===== src/rtl/treeval_pkg.sv =====
// treeval_pkg: shared widths, FSM state codes and node record for treeval_ctrl
package treeval_pkg;
  localparam int WEIGHT_W = 7;
  localparam int ADDR_W = 10;
  localparam int REWARD_W = 8;
  typedef logic [3:0] state_t;
  localparam state_t S_IDLE  = 4'd0;
  localparam state_t S_CONF  = 4'd1;
  localparam state_t S_CLEAR = 4'd2;
  localparam state_t S_ACC   = 4'd3;
  localparam state_t S_WR_W  = 4'd4;
  localparam state_t S_WR_P  = 4'd5;
  localparam state_t S_WR_R  = 4'd6;
  localparam state_t S_RUN   = 4'd7;
  localparam state_t S_DONE  = 4'd8;
  typedef struct packed {
    logic [ADDR_W-1:0]   parent;
    logic [REWARD_W-1:0] reward;
    logic [WEIGHT_W-1:0] weight;
  } node_t;
endpackage


===== src/rtl/treeval_ctrl_timer.sv =====
// treeval_ctrl_timer: loadable down-counter whose expiry flag marks count zero
module treeval_ctrl_timer #(
  parameter int W = 13
) (
  input  logic         clk,
  input  logic         rst,
  input  logic         load,
  input  logic         en,
  input  logic [W-1:0] val,
  output logic         expired
);
  logic [W-1:0] cnt;
  assign expired = cnt == '0;
  always_ff @(posedge clk) begin
    if (rst) cnt <= '0;
    else if (load) cnt <= val;
    else if (en && !expired) cnt <= cnt - 1'b1;
  end
endmodule


===== src/rtl/treeval_ctrl.sv =====
// treeval_ctrl: loads node records into treeval, waits for a clean sweep, returns the root expectation
module treeval_ctrl
  import treeval_pkg::*;
#(
  parameter int W_ADDR   = 10,
  parameter int W_M_DATA = 10,
  parameter int W_C_DATA = 10,
  parameter int W_REWARD = 8,
  parameter int TIMEOUT  = 4096
) (
  input  logic                       clk,
  input  logic                       rst,
  input  logic                       start,
  input  logic [W_C_DATA-1:0]        cfg_nodes,
  output logic                       busy,
  input  logic                       in_valid,
  output logic                       in_ready,
  input  logic [W_ADDR-1:0]          in_parent,
  input  logic signed [W_REWARD-1:0] in_reward,
  input  logic [WEIGHT_W-1:0]        in_weight,
  output logic                       dp_rst,
  output logic                       conf_nodes,
  output logic [W_C_DATA-1:0]        conf_data,
  output logic                       mem_weight,
  output logic                       mem_par,
  output logic                       mem_rew,
  output logic [W_ADDR-1:0]          mem_addr,
  output logic [W_M_DATA-1:0]        mem_data,
  input  logic                       exp_change,
  input  logic signed [W_REWARD-1:0] exp,
  output logic                       res_valid,
  output logic signed [W_REWARD-1:0] res_exp,
  output logic                       res_err,
  input  logic                       res_ready
);
  localparam int TW = $clog2(TIMEOUT + 1);
  state_t state, state_n;
  node_t hold, hold_n;
  logic [W_C_DATA-1:0] n_lat, n_n, cnt, cnt_n;
  logic [W_M_DATA-1:0] data_n;
  logic exp_q, seen, rise, hit, expired;
  treeval_ctrl_timer #(.W(TW)) u_timer (
    .clk,
    .rst,
    .load(state != S_RUN),
    .en(state == S_RUN),
    .val(TW'(TIMEOUT - 1)),
    .expired
  );
  assign rise = exp_change & ~exp_q;
  assign hit = rise & seen;
  always_comb begin
    state_n = state;
    case (state)
      S_IDLE:  state_n = start ? S_CONF : S_IDLE;
      S_CONF:  state_n = S_CLEAR;
      S_CLEAR: state_n = S_ACC;
      S_ACC:   state_n = (in_valid & in_ready) ? S_WR_W : S_ACC;
      S_WR_W:  state_n = S_WR_P;
      S_WR_P:  state_n = S_WR_R;
      S_WR_R:  state_n = (cnt == n_lat) ? S_RUN : S_ACC;
      S_RUN:   state_n = (hit | expired) ? S_DONE : S_RUN;
      S_DONE:  state_n = res_ready ? S_IDLE : S_DONE;
      default: state_n = S_IDLE;
    endcase
  end
  // Outputs are registered from next-state values so strobes line up with the state they belong to
  always_comb begin
    n_n = (state == S_IDLE && start) ? cfg_nodes : n_lat;
    cnt_n = (state == S_IDLE && start) ? '0 : (state == S_WR_R && state_n == S_ACC) ? cnt + 1'b1 : cnt;
    hold_n = (state == S_ACC && in_valid && in_ready) ?
      '{parent: ADDR_W'(in_parent), reward: REWARD_W'(in_reward), weight: in_weight} : hold;
    data_n = state_n == S_WR_W ? W_M_DATA'(hold_n.weight) :
             state_n == S_WR_P ? W_M_DATA'(hold_n.parent) :
             state_n == S_WR_R ? W_M_DATA'($signed(hold_n.reward)) : '0;
  end
  always_ff @(posedge clk) begin
    if (rst) begin
      state      <= S_IDLE;
      n_lat      <= '0;
      cnt        <= '0;
      hold       <= '0;
      exp_q      <= 1'b0;
      seen       <= 1'b0;
      busy       <= 1'b0;
      in_ready   <= 1'b0;
      dp_rst     <= 1'b0;
      conf_nodes <= 1'b0;
      conf_data  <= '0;
      mem_weight <= 1'b0;
      mem_par    <= 1'b0;
      mem_rew    <= 1'b0;
      mem_addr   <= '0;
      mem_data   <= '0;
      res_valid  <= 1'b0;
      res_exp    <= '0;
      res_err    <= 1'b0;
    end else begin
      state      <= state_n;
      n_lat      <= n_n;
      cnt        <= cnt_n;
      hold       <= hold_n;
      exp_q      <= exp_change;
      seen       <= (state == S_RUN) && (seen || rise);
      busy       <= state_n != S_IDLE;
      in_ready   <= state_n == S_ACC;
      dp_rst     <= state_n == S_CLEAR;
      conf_nodes <= state_n == S_CONF;
      conf_data  <= state_n == S_CONF ? n_n : '0;
      mem_weight <= state_n == S_WR_W;
      mem_par    <= state_n == S_WR_P;
      mem_rew    <= state_n == S_WR_R;
      mem_addr   <= W_ADDR'(cnt_n);
      mem_data   <= data_n;
      res_valid  <= state_n == S_DONE;
      if (state == S_RUN && state_n == S_DONE) begin
        res_exp <= hit ? exp : '0;
        res_err <= ~hit;
      end
    end
  end
endmodule

===== config.mk =====
export PLATFORM = sky130hd
export DESIGN_NAME = treeval_ctrl
export DESIGN_NICKNAME = d
export VERILOG_FILES = /design/src/rtl/treeval_pkg.sv /design/src/rtl/treeval_ctrl_timer.sv /design/src/rtl/treeval_ctrl.sv
export SDC_FILE = /design/constraint.sdc
export NUM_CORES = 1
export LEC_CHECK = 0
export BUFFER_PORTS_ARGS = -buffer_cell sky130_fd_sc_hd__buf_2
export CAP_MARGIN = 5
export CORE_MARGIN = 1.5
export CORE_UTILIZATION = 56
export DETAILED_ROUTE_END_ITERATION = 10
export GPL_TIMING_DRIVEN = 0
export HOLD_SLACK_MARGIN = 0.03
export PLACE_DENSITY = 0.84
export SYNTH_ARGS = -nofsm -noshare
export SYNTH_HDL_FRONTEND = slang
export SYNTH_SLANG_ARGS = --single-unit

===== constraint.sdc =====
create_clock -name clk -period 3.9 [get_ports clk]
set_input_delay 0.195 -clock clk [delete_from_list [all_inputs] [get_ports clk]]
set_output_delay 0.195 -clock clk [all_outputs]
set_load 0.02 [all_outputs]

==> run_results.csv <==
group,metric,value,unit
placement,place_area,4270,µm²
synthesis,synth_warnings,0,
synthesis,ys_top_cells_by_count,"dfxtp_1 (94), nand2_1 (53), a21oi_1 (46)",
synthesis,yosys.area.top_type_share,50.9,%
synthesis,synthDistinctLibCells,42,
synthesis,synth_area,3700,µm²
pwr,p_leak,0.00182,µW
cells_and_area,drive_gt1_share,22.7,%
sta,rsz0062_at_grt,"false",
placement,io_buffer_count,95,
floorplan,die_x,84.2,µm
routing,drt-vias-per-instance,5.61,
global_routing,antenna_found_initial,0,
sta,drv_slew,0,
synthesis,synth_top_family_by_area,"simple AND/OR/NAND/NOR gates",
cells_and_area,fin_area,4460,µm²
global_routing,grt_max_degree,15,
pwr,combPwrFrac,8.9,%
cells_and_area,num-fill-cells,503,
sta,period_needed,2510,ps
placement,post-dp-hpwl,6360,µm
routing,vias,3350,
run_status,outcome,"finished clean",
synthesis,synth_flop_cell,"dfxtp_1",
synthesis,synth_compound_area_share,13.7,%
cts,clk_pin_slew_worst_paths,90,ps
synthesis,synthMuxAreaShare,4.10,%
sta,worst_slew_pin_slew,1230,ps
pwr,p_total,1790,µW
cells_and_area,final_net_count,568,
worst_setup_path,slowest_stage,"or4_4",
routing,firstDrtPassIters,4,
routing,wl_per_cell,14.3,µm
cts,numCtsBuffers,9,
sta,slew_headroom,17.3,%
floorplan,die_area,7100,µm²
synthesis,synth_area_leaders,"dfxtp_1 (51%), a21oi_1 (6.2%), nand2_1 (5.4%), xnor2_1 (4.3%), nor2_1 (4.0%)",
cells_and_area,final_util,70.2,%
synthesis,avgSynthCellArea,9.01,µm²
worst_setup_path,path_buf_inv,3,
routing,drt_wl_total,8520,µm
cts,clock_latency,350,ps
pwr,clockPowerShare,35.1,%
cts,ctsResizeCount,0,
sta,fmax,399,MHz
synthesis,synthSimpleGateAreaFrac,21.6,%
worst_setup_path,worstPathArrival,2730,ps
worst_setup_path,start_kind,"flop",
cts,root_buffer,"clkbuf_8",
global_routing,grt-ovfl-total,0,
worst_setup_path,crit_family,"simple AND/OR/NAND/NOR gates",
synthesis,synth_edf_count,0,
pwr,swShare,24.0,%
run,cap_violations,0,
pwr,p_int,1360,µW
floorplan,rows,29,
placement,gp_congestion,0.881,
synthesis,async_flop_share,0,%
pwr,p_per_area,402,nW/µm²
sta,skew,9.54,ps
synthesis,yosysMostFrequentCell,"dfxtp_1",
floorplan,fp.dieH,84.2,µm
synthesis,synth_seq_area_share,50.9,%
cts,cts_setup_buffers,0,
worst_setup_path,critical_path.max_fanout,10,
floorplan,io_pins,96,
pwr,p_seq_share,56.0,%
global_routing,grt_first_pass_wirelength,13800,µm
synthesis,yosysTopAreaCell,"dfxtp_1",
global_routing,grt_pass1_vias,3055,
cells_and_area,syn_to_final_growth,20.6,%
cts,htreeDepth,3,
pwr,p_switching,430,µW
global_routing,grt.total_usage,24.4,%
worst_setup_path,crit_path_cell_trace,"inv_1 -> ha_1 -> or4b_1 -> or4_4 -> buf_6 -> a21o_1 -> buf_2 -> a22oi_1 -> nor2_1",
sta,setup_viol,0,
worst_hold_path,worstHoldPathType,"primary input to flop",
routing,drt_iter0_markers,262,
worst_setup_path,required,4120,ps
synthesis,synth_cells,410,
routing,postRouteAntennaNets,0,
sta,min_period_over_period,64.3,%
worst_setup_path,endpoint_kind,"flop",
worst_setup_path,cpPeakStageDelay,500,ps
floorplan,core,6350,µm²
synthesis,synth-xor-area-share,4.98,%
synthesis,syn_nets,462,
sta,fin_tns_setup,0,ps
cts,cts_tree,"yes",
sta,final-hold-violation-count,0,
floorplan,initial_core_util,58.2,%
synthesis,synthAdderAreaFrac,1.02,%
pwr,vdd_drop_max,274,µV
worst_setup_path,crit_type,"flop to flop",
cts,ctsHoldBuffers,0,
cts,cts.sinks,94,
routing,drcViolationCount,0,
synthesis,synth-seq-cells,94,
cells_and_area,antenna_cells,0,
cts,clk_path_buf_depth,2,
==> cell type report <==
type	count	area, µm²	share of cell area, %
inverters	8	30.0	0.674
repair buffers	95	475	10.7
clock buffers	11	141	3.17
clock inverters	4	47.5	1.07
flip-flops and latches	94	1880	42.2
well taps	77	96.3	2.16
plain buffers	26	106	2.39
multi-input cells	282	1680	37.6
==> through the flow <==
stage,setup WS [ps],hold slack (ps),instances
CTS,1400,59.6,597
floorplan,1530,323,410
finish,1390,73.6,597
global placement,1450,435,582
detailed placement,1420,441,582
global route,1260,75.0,597
==> worst paths after layout <==
kind | start | endpoint | slack (ps) | cells past startpoint
min reg2reg | hold[15]$_SDFF_PP0_ | hold[15]$_SDFF_PP0_ | 460 | 2
min | in_reward[5] | hold[12]$_SDFF_PP0_ | 70 | 3
max reg2reg | u_timer.cnt[0]$_SDFFE_PP0P_ | res_exp[1]$_SDFFE_PP0P_ | 1390 | 9
max | u_timer.cnt[0]$_SDFFE_PP0P_ | res_exp[1]$_SDFFE_PP0P_ | 1390 | 9
==> state kept, by name, summed over array words and instances, names as in the netlist <==
signal and cells:
mem_par 1, seen 1, in_ready 1, res_err 1, mem_data 10, n_lat 10, res_valid 1, hold 18
state 4, exp_q 1, dp_rst 1, cnt 10, mem_weight 1, mem_rew 1, conf_nodes 1, u_timer.cnt 13
conf_data 10, busy 1, res_exp 8
==> cell families (layout without fill, tap and decap cells) <==
kind of cell | count (synthesis) | after routing
and+or+nand+nor | 159 | 159
buffers and inverters | 34 | 144
xor gates and xnor gates | 21 | 21
AOI/OAI and AO/OA | 84 | 84
muxes | 15 | 15
DFF | 94 | 94
adders and majority gates | 3 | 3
==> cell usage in the layout, fill, tap and decap left out, types with 2 or more instances in the layout <==
master	n
nor2_1	39
nand3_1	7
a31oi_1	2
nor4b_1	2
mux2i_1	14
xor2_1	3
clkbuf_8	10
dfxtp_1	94
buf_2	96
inv_1	8
nand2b_1	8
o211ai_1	2
nor3_1	11
or4_4	2
nor4_1	7
nand2_1	53
a211oi_1	4
o21ai_0	5
clkinv_2	2
or3_1	7
clkbuf_1	25
nor2b_1	2
or4_1	8
nand4_1	6
a21oi_1	46
o31ai_1	4
xnor2_1	18
ha_1	3
a22oi_1	15
==> worst reg2reg max path, stage by stage (launching register included) <==
cell and delay [ps]:
dfxtp_1 350, inv_1 90, ha_1 140, or4b_1 480
or4_4 500, buf_6 150, a21o_1 200, buf_2 210
a22oi_1 220, nor2_1 50
==> routing by layer <==
metal	up-vias	part of all wire (%)	global-route usage, %
met5	-	0	0
li1	1646	-	-
met4	0	1.1	8.64
met2	109	50	40.5
met3	13	5.5	5.31
met1	1582	44	31.4
==> power groups by stage <==
stage / sequential, µW / combinational (µW) / clock [µW]
finish: 1000 / 160 / 629
floorplan: 1030 / 92.7 / 0
global placement: 1020 / 153 / 0
global route: 1010 / 176 / 673
detailed placement: 1020 / 158 / 0
CTS: 1000 / 158 / 635
Power figures use the tool's default switching activity.
